===== config.mk =====
export PLATFORM = sky130hd
export DESIGN_NAME = uartrx_maxis
export DESIGN_NICKNAME = d
export VERILOG_FILES = /design/src/rtl/uartrx_maxis.sv
export SDC_FILE = /design/constraint.sdc
export NUM_CORES = 1
export LEC_CHECK = 0
export BUFFER_PORTS_ARGS = -buffer_cell sky130_fd_sc_hd__buf_2
export CORE_MARGIN = 5
export CORE_UTILIZATION = 35
export DETAILED_ROUTE_END_ITERATION = 8
export SLEW_MARGIN = 20
export SYNTH_ARGS = -nofsm -noshare
export SYNTH_HDL_FRONTEND = slang
export SYNTH_SLANG_ARGS = --single-unit

===== constraint.sdc =====
create_clock -name aclk -period 3.1 [get_ports aclk]
set_clock_uncertainty 0.15 [all_clocks]
set_input_delay 0.62 -clock aclk [delete_from_list [all_inputs] [get_ports aclk]]
set_output_delay 0.62 -clock aclk [all_outputs]
set_load 0.05 [all_outputs]

===== src/rtl/uartrx_maxis.sv =====
// 8N1 UART receiver that turns whitespace-separated ASCII hex tokens into
// AXI-stream beats; a newline terminator marks the beat with tlast.
module uartrx_maxis #(
  parameter int CLK_DIV    = 434,
  parameter int DATA_WIDTH = 64
) (
  input  logic                  aclk,
  input  logic                  aresetn,
  input  logic                  uart_rx,
  output logic                  tvalid,
  input  logic                  tready,
  output logic [DATA_WIDTH-1:0] tdata,
  output logic                  tlast,
  output logic                  frame_err,
  output logic                  overrun
);
  localparam int TX_WIDTH = (DATA_WIDTH + 3) / 4;
  localparam int ACC_W    = TX_WIDTH * 4;
  localparam int CNT_W    = $clog2(CLK_DIV);
  localparam int DCNT_W   = $clog2(TX_WIDTH + 1);
  localparam logic [CNT_W-1:0]  HALF_LAST = CNT_W'(CLK_DIV / 2 - 1);
  localparam logic [CNT_W-1:0]  BIT_LAST  = CNT_W'(CLK_DIV - 1);
  localparam logic [DCNT_W-1:0] DCNT_MAX  = DCNT_W'(TX_WIDTH);

  typedef enum logic [2:0] {
    ST_IDLE      = 3'd0,
    ST_START     = 3'd1,
    ST_DATA      = 3'd2,
    ST_STOP      = 3'd3,
    ST_WAIT_IDLE = 3'd4
  } state_t;

  // Returns {is_hex, nibble} for one ASCII character.
  function automatic logic [4:0] hex_nibble(input logic [7:0] c);
    logic [4:0] r;
    r = 5'd0;
    if (c >= 8'h30 && c <= 8'h39)      r = {1'b1, 4'(c - 8'h30)};
    else if (c >= 8'h41 && c <= 8'h46) r = {1'b1, 4'(c - 8'h37)};
    else if (c >= 8'h61 && c <= 8'h66) r = {1'b1, 4'(c - 8'h57)};
    else                               r = 5'd0;
    return r;
  endfunction

  logic              sync1_r, line_r;
  state_t            state_r, next_state_s;
  logic [CNT_W-1:0]  cnt_r;
  logic [2:0]        bit_idx_r;
  logic [7:0]        shreg_r;
  logic              cnt_clr_s, shift_s, stb_s, ferr_s, byte_stb_r;
  logic [ACC_W-1:0]  acc_r, acc_next_s;
  logic [DCNT_W-1:0] dcnt_r, dcnt_next_s;
  logic [4:0]        nib_s;
  logic              emit_s, emit_last_s;

  // RX framing: next state and per-state sampling strobes.
  always_comb begin
    next_state_s = state_r;
    cnt_clr_s    = 1'b0;
    shift_s      = 1'b0;
    stb_s        = 1'b0;
    ferr_s       = 1'b0;
    case (state_r)
      ST_IDLE: begin
        cnt_clr_s = 1'b1;
        if (!line_r) next_state_s = ST_START;
        else         next_state_s = ST_IDLE;
      end
      ST_START: begin
        if (cnt_r == HALF_LAST) begin
          cnt_clr_s = 1'b1;
          if (!line_r) next_state_s = ST_DATA;
          else         next_state_s = ST_IDLE;
        end else begin
          next_state_s = ST_START;
        end
      end
      ST_DATA: begin
        if (cnt_r == BIT_LAST) begin
          cnt_clr_s = 1'b1;
          shift_s   = 1'b1;
          if (bit_idx_r == 3'd7) next_state_s = ST_STOP;
          else                   next_state_s = ST_DATA;
        end else begin
          next_state_s = ST_DATA;
        end
      end
      ST_STOP: begin
        if (cnt_r == BIT_LAST) begin
          cnt_clr_s = 1'b1;
          if (line_r) begin
            stb_s        = 1'b1;
            next_state_s = ST_IDLE;
          end else begin
            ferr_s       = 1'b1;
            next_state_s = ST_WAIT_IDLE;
          end
        end else begin
          next_state_s = ST_STOP;
        end
      end
      ST_WAIT_IDLE: begin
        cnt_clr_s = 1'b1;
        if (line_r) next_state_s = ST_IDLE;
        else        next_state_s = ST_WAIT_IDLE;
      end
      default: begin
        cnt_clr_s    = 1'b1;
        next_state_s = ST_IDLE;
      end
    endcase
  end

  // Synchronizer, framing state, bit counter and shift register.
  always_ff @(posedge aclk or negedge aresetn) begin
    if (!aresetn) begin
      sync1_r    <= 1'b1;
      line_r     <= 1'b1;
      state_r    <= ST_IDLE;
      cnt_r      <= {CNT_W{1'b0}};
      bit_idx_r  <= 3'd0;
      shreg_r    <= 8'd0;
      byte_stb_r <= 1'b0;
      frame_err  <= 1'b0;
    end else begin
      sync1_r    <= uart_rx;
      line_r     <= sync1_r;
      state_r    <= next_state_s;
      cnt_r      <= cnt_clr_s ? {CNT_W{1'b0}} : cnt_r + CNT_W'(1);
      if (state_r != ST_DATA) bit_idx_r <= 3'd0;
      else if (shift_s)       bit_idx_r <= bit_idx_r + 3'd1;
      if (shift_s) shreg_r <= {line_r, shreg_r[7:1]};
      byte_stb_r <= stb_s;
      frame_err  <= ferr_s;
    end
  end

  // Token parser; shreg_r is stable here because the next frame is still in its start bit.
  always_comb begin
    nib_s       = hex_nibble(shreg_r);
    acc_next_s  = acc_r;
    dcnt_next_s = dcnt_r;
    emit_s      = 1'b0;
    emit_last_s = 1'b0;
    if (byte_stb_r) begin
      if (nib_s[4]) begin
        acc_next_s = {acc_r[ACC_W-5:0], nib_s[3:0]};
        if (dcnt_r != DCNT_MAX) dcnt_next_s = dcnt_r + DCNT_W'(1);
        else                    dcnt_next_s = dcnt_r;
      end else if (shreg_r == 8'h0D) begin
        acc_next_s = acc_r;
      end else begin
        acc_next_s  = {ACC_W{1'b0}};
        dcnt_next_s = {DCNT_W{1'b0}};
        if (shreg_r == 8'h20 || shreg_r == 8'h09) begin
          emit_s = (dcnt_r != {DCNT_W{1'b0}});
        end else if (shreg_r == 8'h0A) begin
          emit_s      = (dcnt_r != {DCNT_W{1'b0}});
          emit_last_s = 1'b1;
        end else begin
          emit_s = 1'b0;
        end
      end
    end else begin
      acc_next_s = acc_r;
    end
  end

  // Accumulator state and the single-entry output register.
  always_ff @(posedge aclk or negedge aresetn) begin
    if (!aresetn) begin
      acc_r   <= {ACC_W{1'b0}};
      dcnt_r  <= {DCNT_W{1'b0}};
      tvalid  <= 1'b0;
      tdata   <= {DATA_WIDTH{1'b0}};
      tlast   <= 1'b0;
      overrun <= 1'b0;
    end else begin
      acc_r   <= acc_next_s;
      dcnt_r  <= dcnt_next_s;
      overrun <= 1'b0;
      if (emit_s && tvalid && !tready) begin
        overrun <= 1'b1;
      end else if (emit_s) begin
        tvalid <= 1'b1;
        tdata  <= acc_r[DATA_WIDTH-1:0];
        tlast  <= emit_last_s;
      end else if (tvalid && tready) begin
        tvalid <= 1'b0;
      end
    end
  end
endmodule


==> impl_metrics.tcl, run 1 <==
set metrics [dict create \
    rows 51 \
    cts_resized 0 \
    vias 3942 \
    yosys.cell_types.count 53 \
    area_growth_pct 18.0 \
    synth_top_cell_area_share 0.594 \
    fin_area_um2 8000 \
    synth_most_common_cell "dfrtp_1" \
    yosys_warnings 0 \
    rsz0062_at_grt "false" \
    power.total_w 0.00431 \
    worstSetupStartpointType "flip-flop" \
    crit_path_end_kind "flip-flop" \
    final_max_slew_viol_count 0 \
    post_drt_wl_per_cell_um 16.0 \
    setup_viol 0 \
    ios 72 \
    dp_cells 784 \
    num_antenna_cells 0 \
    cp.required_ns 3.25 \
    synth.area.top_cells "dfrtp_1, mux2_4, a22o_1, mux2_2, ha_1" \
    dp_hpwl_mm 8.73 \
    core-area_um2 19300 \
    h-tree-depth 4 \
    tightest_slew_ns 0.652 \
    cts_buffer_depth 2 \
    path_class "flip-flop to flip-flop" \
    drt_first_iter_violations 227 \
    drive_above_1_share 0.348 \
    insertion_delay_ns 0.42 \
    track_usage 0.123 \
    root_buffer "clkbuf_16" \
    p_leak_nw 3.98 \
    gp_congestion 0.741 \
    first_pass_iters 4 \
    fillerInstances 1814 \
    cts_inserted_buffers 17 \
    portBuffers 71 \
    drc 0 \
    status "complete, no violations" \
    fmax_mhz 385 \
    ys_ff_latch 163 \
    synth_edf_count 0 \
    p_per_area_nw_per_um2 538 \
    syn_inst 464 \
    grt_max_degree 72 \
    fp.dieH_um 149 \
    yosys.area.top_type "dfrtp_1" \
    layout_min_cycle_time_ns 2.59 \
    ir_drop_mv 0.373 \
    worstPathMaxFanout 37 \
    antenna_found_initial 0 \
    grt_pass1_wl_mm 21.9 \
    clkSinkCount 163 \
    cts_hold_buf 0 \
    overflow 0 \
    avgViaCountPerCell 4.83 \
    arrival_ns 2.75 \
    die_w_um 149 \
    netlist_area_um2 6780 \
    report.final.hold_viol_count 0 \
    postCtsSetupRepairBufs 0 \
    fin_cells 816 \
    reg2reg_depth 7 \
    ys.flop_type "dfrtp_1" \
    async_reset_ff_frac 1.00 \
    relSlewSlack 0.566 \
    grt_pass1_vias 4182 \
    dpl_cell_area_um2 7400 \
    syn-num-nets 480 \
    max_cap_viol_count 0 \
    min_period_over_period 0.837 \
    clk_pin_slew_ns 0.07 \
    drtAntennaViolNets 0 \
    timing.setup.tns_ns 0 \
    netlist_top_cells_count "dfrtp_1, a22o_1, mux2_4" \
    syn_area_per_cell_um2 14.6 \
    die_area_um2 22300 \
    routed_wl_mm 13.0 \
    fin_nets 554 \
    cts_tree "yes" \
    start_util 0.352 \
    hold_class "primary input to async pin" \
    ys_seq_area_frac 0.602 \
]
==> registers in the layout, summed over array words and instances, names as in the netlist <==
name	count
shreg_r	8
line_r	1
dcnt_r	5
tlast	1
tdata	64
tvalid	1
overrun	1
byte_stb_r	1
frame_err	1
acc_r	64
bit_idx_r	3
sync1_r	1
cnt_r	9
state_r	3
==> worst paths after layout <==
kind	startpoint	end	slack, ns
worst max-delay path	shreg_r[1]	tdata[46]	0.51
worst min-delay path	aresetn	tdata[56]	0.05
worst max register to register	shreg_r[1]	tdata[46]	0.51
worst min register to register	sync1_r	line_r	0.21
max in group asynchronous	aresetn	sync1_r	2.01
min in group aclk	uart_rx	sync1_r	0.15
==> power by group <==
part,total (W),internal (W),switching [W],leakage (nW)
Combinational,0.0000477,0.00000757,0.0000401,1.43
Sequential,0.00213,0.00213,0.00000157,2.26
Clock,0.00213,0.00123,0.000894,0.295
Total,0.00431,0.00337,0.000936,3.98
==> per-stage QoR <==
step | setup slack [ns] | hold WS [ns] | utilization
after floorplan | 0.929 | 0.174 | -
after global placement | 0.608 | 0.203 | 0.384
after detailed placement | 0.518 | 0.201 | 0.384
after CTS | 0.506 | 0.0640 | 0.415
after global routing | 0.380 | 0.100 | 0.415
final | 0.505 | 0.0526 | 0.415
==> layer usage <==
| metal | vias up | GRT usage | routed length, um |
|---|---|---|---|
| met5 | - | 0 | 0 |
| met4 | 0 | 0.0380 | 176 |
| met3 | 17 | 0.0395 | 656 |
| met2 | 73 | 0.191 | 6000 |
| met1 | 1999 | 0.164 | 6210 |
| li1 | 1853 | - | - |
==> cell usage in the layout, fill, tap and decap left out, drive strengths merged, types with 2 or more instances in the layout <==
master	synthesis	routed
mux2i	4	4
o31ai	2	2
a22o	60	60
dfstp	2	2
or3	3	3
nor2	23	23
nor4b	3	3
nor4bb	2	2
nor3	2	2
buf	14	79
clkbuf	10	18
nor3b	2	2
xnor2	5	5
clkinv	0	2
a21oi	4	4
inv	14	23
bufinv	0	2
xor2	3	3
nand4	2	2
o211ai	3	3
ha	12	12
nand2	17	17
mux2	72	72
and2	3	3
o21ai	6	6
o2111ai	2	2
a41oi	2	2
o311ai	3	3
nand3	6	6
dfrtp	161	161
nand2b	5	5
==> final cells by class <==
class / count / area [um^2] / area share
clock buffers: 18 / 439 / 0.0549
clock inverters: 14 / 163 / 0.0203
inverters: 14 / 52.6 / 0.00657
multi-input cells: 263 / 2460 / 0.308
flip-flops and latches: 163 / 4080 / 0.510
well taps: 265 / 332 / 0.0414
repair buffers: 79 / 472 / 0.0589
==> worst max-delay path, cell delays in order, from the launching register on <==
cell	delay, ns
dfrtp_1	0.44
inv_1	0.14
ha_1	0.26
nor2_1	0.06
o21ai_0	0.21
and3b_4	0.50
buf_12	0.30
mux2_2	0.37
==> kinds of logic (layout without fill, tap and decap cells) <==
kind of cell,count (synthesis),after routing,share of synthesized area
mux,76,76,0.153
simple gates,75,75,0.0622
xor+xnor,8,8,0.0103
flops,163,163,0.602
buf+inv,38,125,0.0371
fa+ha+maj,12,12,0.0221
compound gates,92,92,0.114
Note: power is estimated with default switching activity, not from simulation.
==> inputs of run 2 (changes only) <==
Clock period 3.1 ns to 2.45 ns, I/O delays scaled along.
==> impl_metrics.tcl, run 2 (same netlist as run 1, synthesis figures left out) <==
set metrics [dict create \
    clkSinkCount 163 \
    die_w_um 149 \
    p_per_area_nw_per_um2 681 \
    multiInputGateArea_um2 2460 \
    p_leak_nw 4.05 \
    portBuffers 71 \
    worstPathCellList "inv_1 -> ha_1 -> nor2_1 -> o21ai_0 -> and3b_4 -> buf_12 -> mux2_2" \
    crit_path_end_kind "flip-flop" \
    worstPathBufferInverterCount 2 \
    fp.dieH_um 149 \
    overflow 0 \
    cp_slowest_stage_delay_ns 0.44 \
    drc 0 \
    min_period_over_period 0.941 \
    routed_wl_mm 13.5 \
    start_util 0.352 \
    cp.required_ns 2.60 \
    dp_cells 792 \
    insertion_delay_ns 0.42 \
    worstPathMaxFanout 26 \
    final_cell_mix "dfrtp_1, buf_2, a22o_1" \
    layout_min_cycle_time_ns 2.31 \
    cts_tree "yes" \
    grt_pass1_vias 4271 \
    status "complete, no violations" \
    seqCellArea_um2 4080 \
    timing.setup.tns_ns 0 \
    root_buffer "clkbuf_16" \
    arrival_ns 2.45 \
    path_class "flip-flop to flip-flop" \
    cp_slowest_cell "dfrtp_1" \
    gp_congestion 0.786 \
    post_drt_wl_per_cell_um 16.3 \
    hold_class "flip-flop to flip-flop" \
    report.final.hold_viol_count 0 \
    fin_nets 564 \
    core-area_um2 19300 \
    tightest_slew_ns 0.486 \
    area_growth_pct 19.8 \
    track_usage 0.127 \
    cts_inserted_buffers 17 \
    cts_resized 0 \
    fillerInstances 1803 \
    clk_pin_slew_ns 0.07 \
    rows 51 \
    drive_above_1_share 0.357 \
    fin_cells 826 \
    first_pass_iters 4 \
    drt_first_iter_violations 256 \
    fmax_mhz 434 \
    ir_drop_mv 0.460 \
    layout_commonest_cell "dfrtp_1" \
    final_max_slew_viol_count 0 \
    grt_pass1_wl_mm 22.7 \
    num_antenna_cells 0 \
    relSlewSlack 0.673 \
    setup_viol 0 \
    h-tree-depth 4 \
    ios 72 \
    avgViaCountPerCell 4.85 \
    max_cap_viol_count 0 \
    vias 4004 \
    dp_hpwl_mm 8.97 \
    cts_buffer_depth 2 \
    antenna_found_initial 0 \
    drtAntennaViolNets 0 \
    grt_max_degree 72 \
    reg.largest.list "acc_r (64), tdata (64), cnt_r (9)" \
    die_area_um2 22300 \
    fin_util 0.422 \
    rsz0062_at_grt "false" \
    crit_family "flip-flops" \
    worstSetupStartpointType "flip-flop" \
]
## run 2: cell count changes in the layout (fill, tap and decap cells not counted)
cell | before | now
dlygate4sd3_1 | 0 | 2
inv_8 | 1 | 2
buf_4 | 4 | 10
buf_12 | 4 | 6
clkinv_4 | 1 | 2
bufinv_16 | 2 | 3
inv_6 | 8 | 6
clkinv_2 | 1 | 2
clkbuf_8 | 1 | 0
clkinvlp_4 | 1 | 0
## run 2: cell type report
type | count | share of cell area
sequential | 163 | 0.502
multi-input combinational | 263 | 0.303
clock buffer | 17 | 0.0524
clock inverter | 15 | 0.0237
timing repair buffer | 89 | 0.0710
tap | 265 | 0.0408
inverter | 14 | 0.00647
## run 2: repair_timing
item	4_1_cts	5_1_grt
setup buffers	0	0
hold endpoints to repair	20	0
hold buffers	2	0
## run 2: routing by layer
metal / routed length (um) / track usage
met1: 6110 / 0.167
met2: 6470 / 0.198
met3: 782 / 0.0407
met4: 134 / 0.0462
met5: 0 / 0
## run 2: path summary, 6_finish.rpt
path	to	start	slack (ns)	cells after the start
min in group asynchronous	acc_r[52]	aresetn	0.32	2
setup reg to reg	tdata[34]	shreg_r[1]	0.14	7
hold reg to reg	line_r	sync1_r	0.21	0
setup / recovery	tdata[34]	shreg_r[1]	0.14	7
hold / removal	line_r	sync1_r	0.21	0
max in group asynchronous	acc_r[11]	aresetn	1.21	3
## run 2: metrics by stage
step | total power [W] | hold slack (ns) | instance area (um^2) | setup slack, ns
after floorplan | 0.00275 | 0.0444 | 6780 | 0.279
after global placement | 0.00281 | 0.171 | 7490 | 0.201
after detailed placement | 0.00281 | 0.173 | 7490 | 0.159
after CTS | 0.00562 | 0.207 | 8120 | 0.140
after global routing | 0.00573 | 0.210 | 8120 | 0.0279
final | 0.00553 | 0.206 | 8120 | 0.144
## run 2: power breakdown
part	leakage, nW	total (W)	internal [W]	switching (W)
clock network	0.307	0.00277	0.00164	0.00113
logic	1.49	0.0000653	0.0000129	0.0000524
registers	2.26	0.00270	0.00269	0.00000162
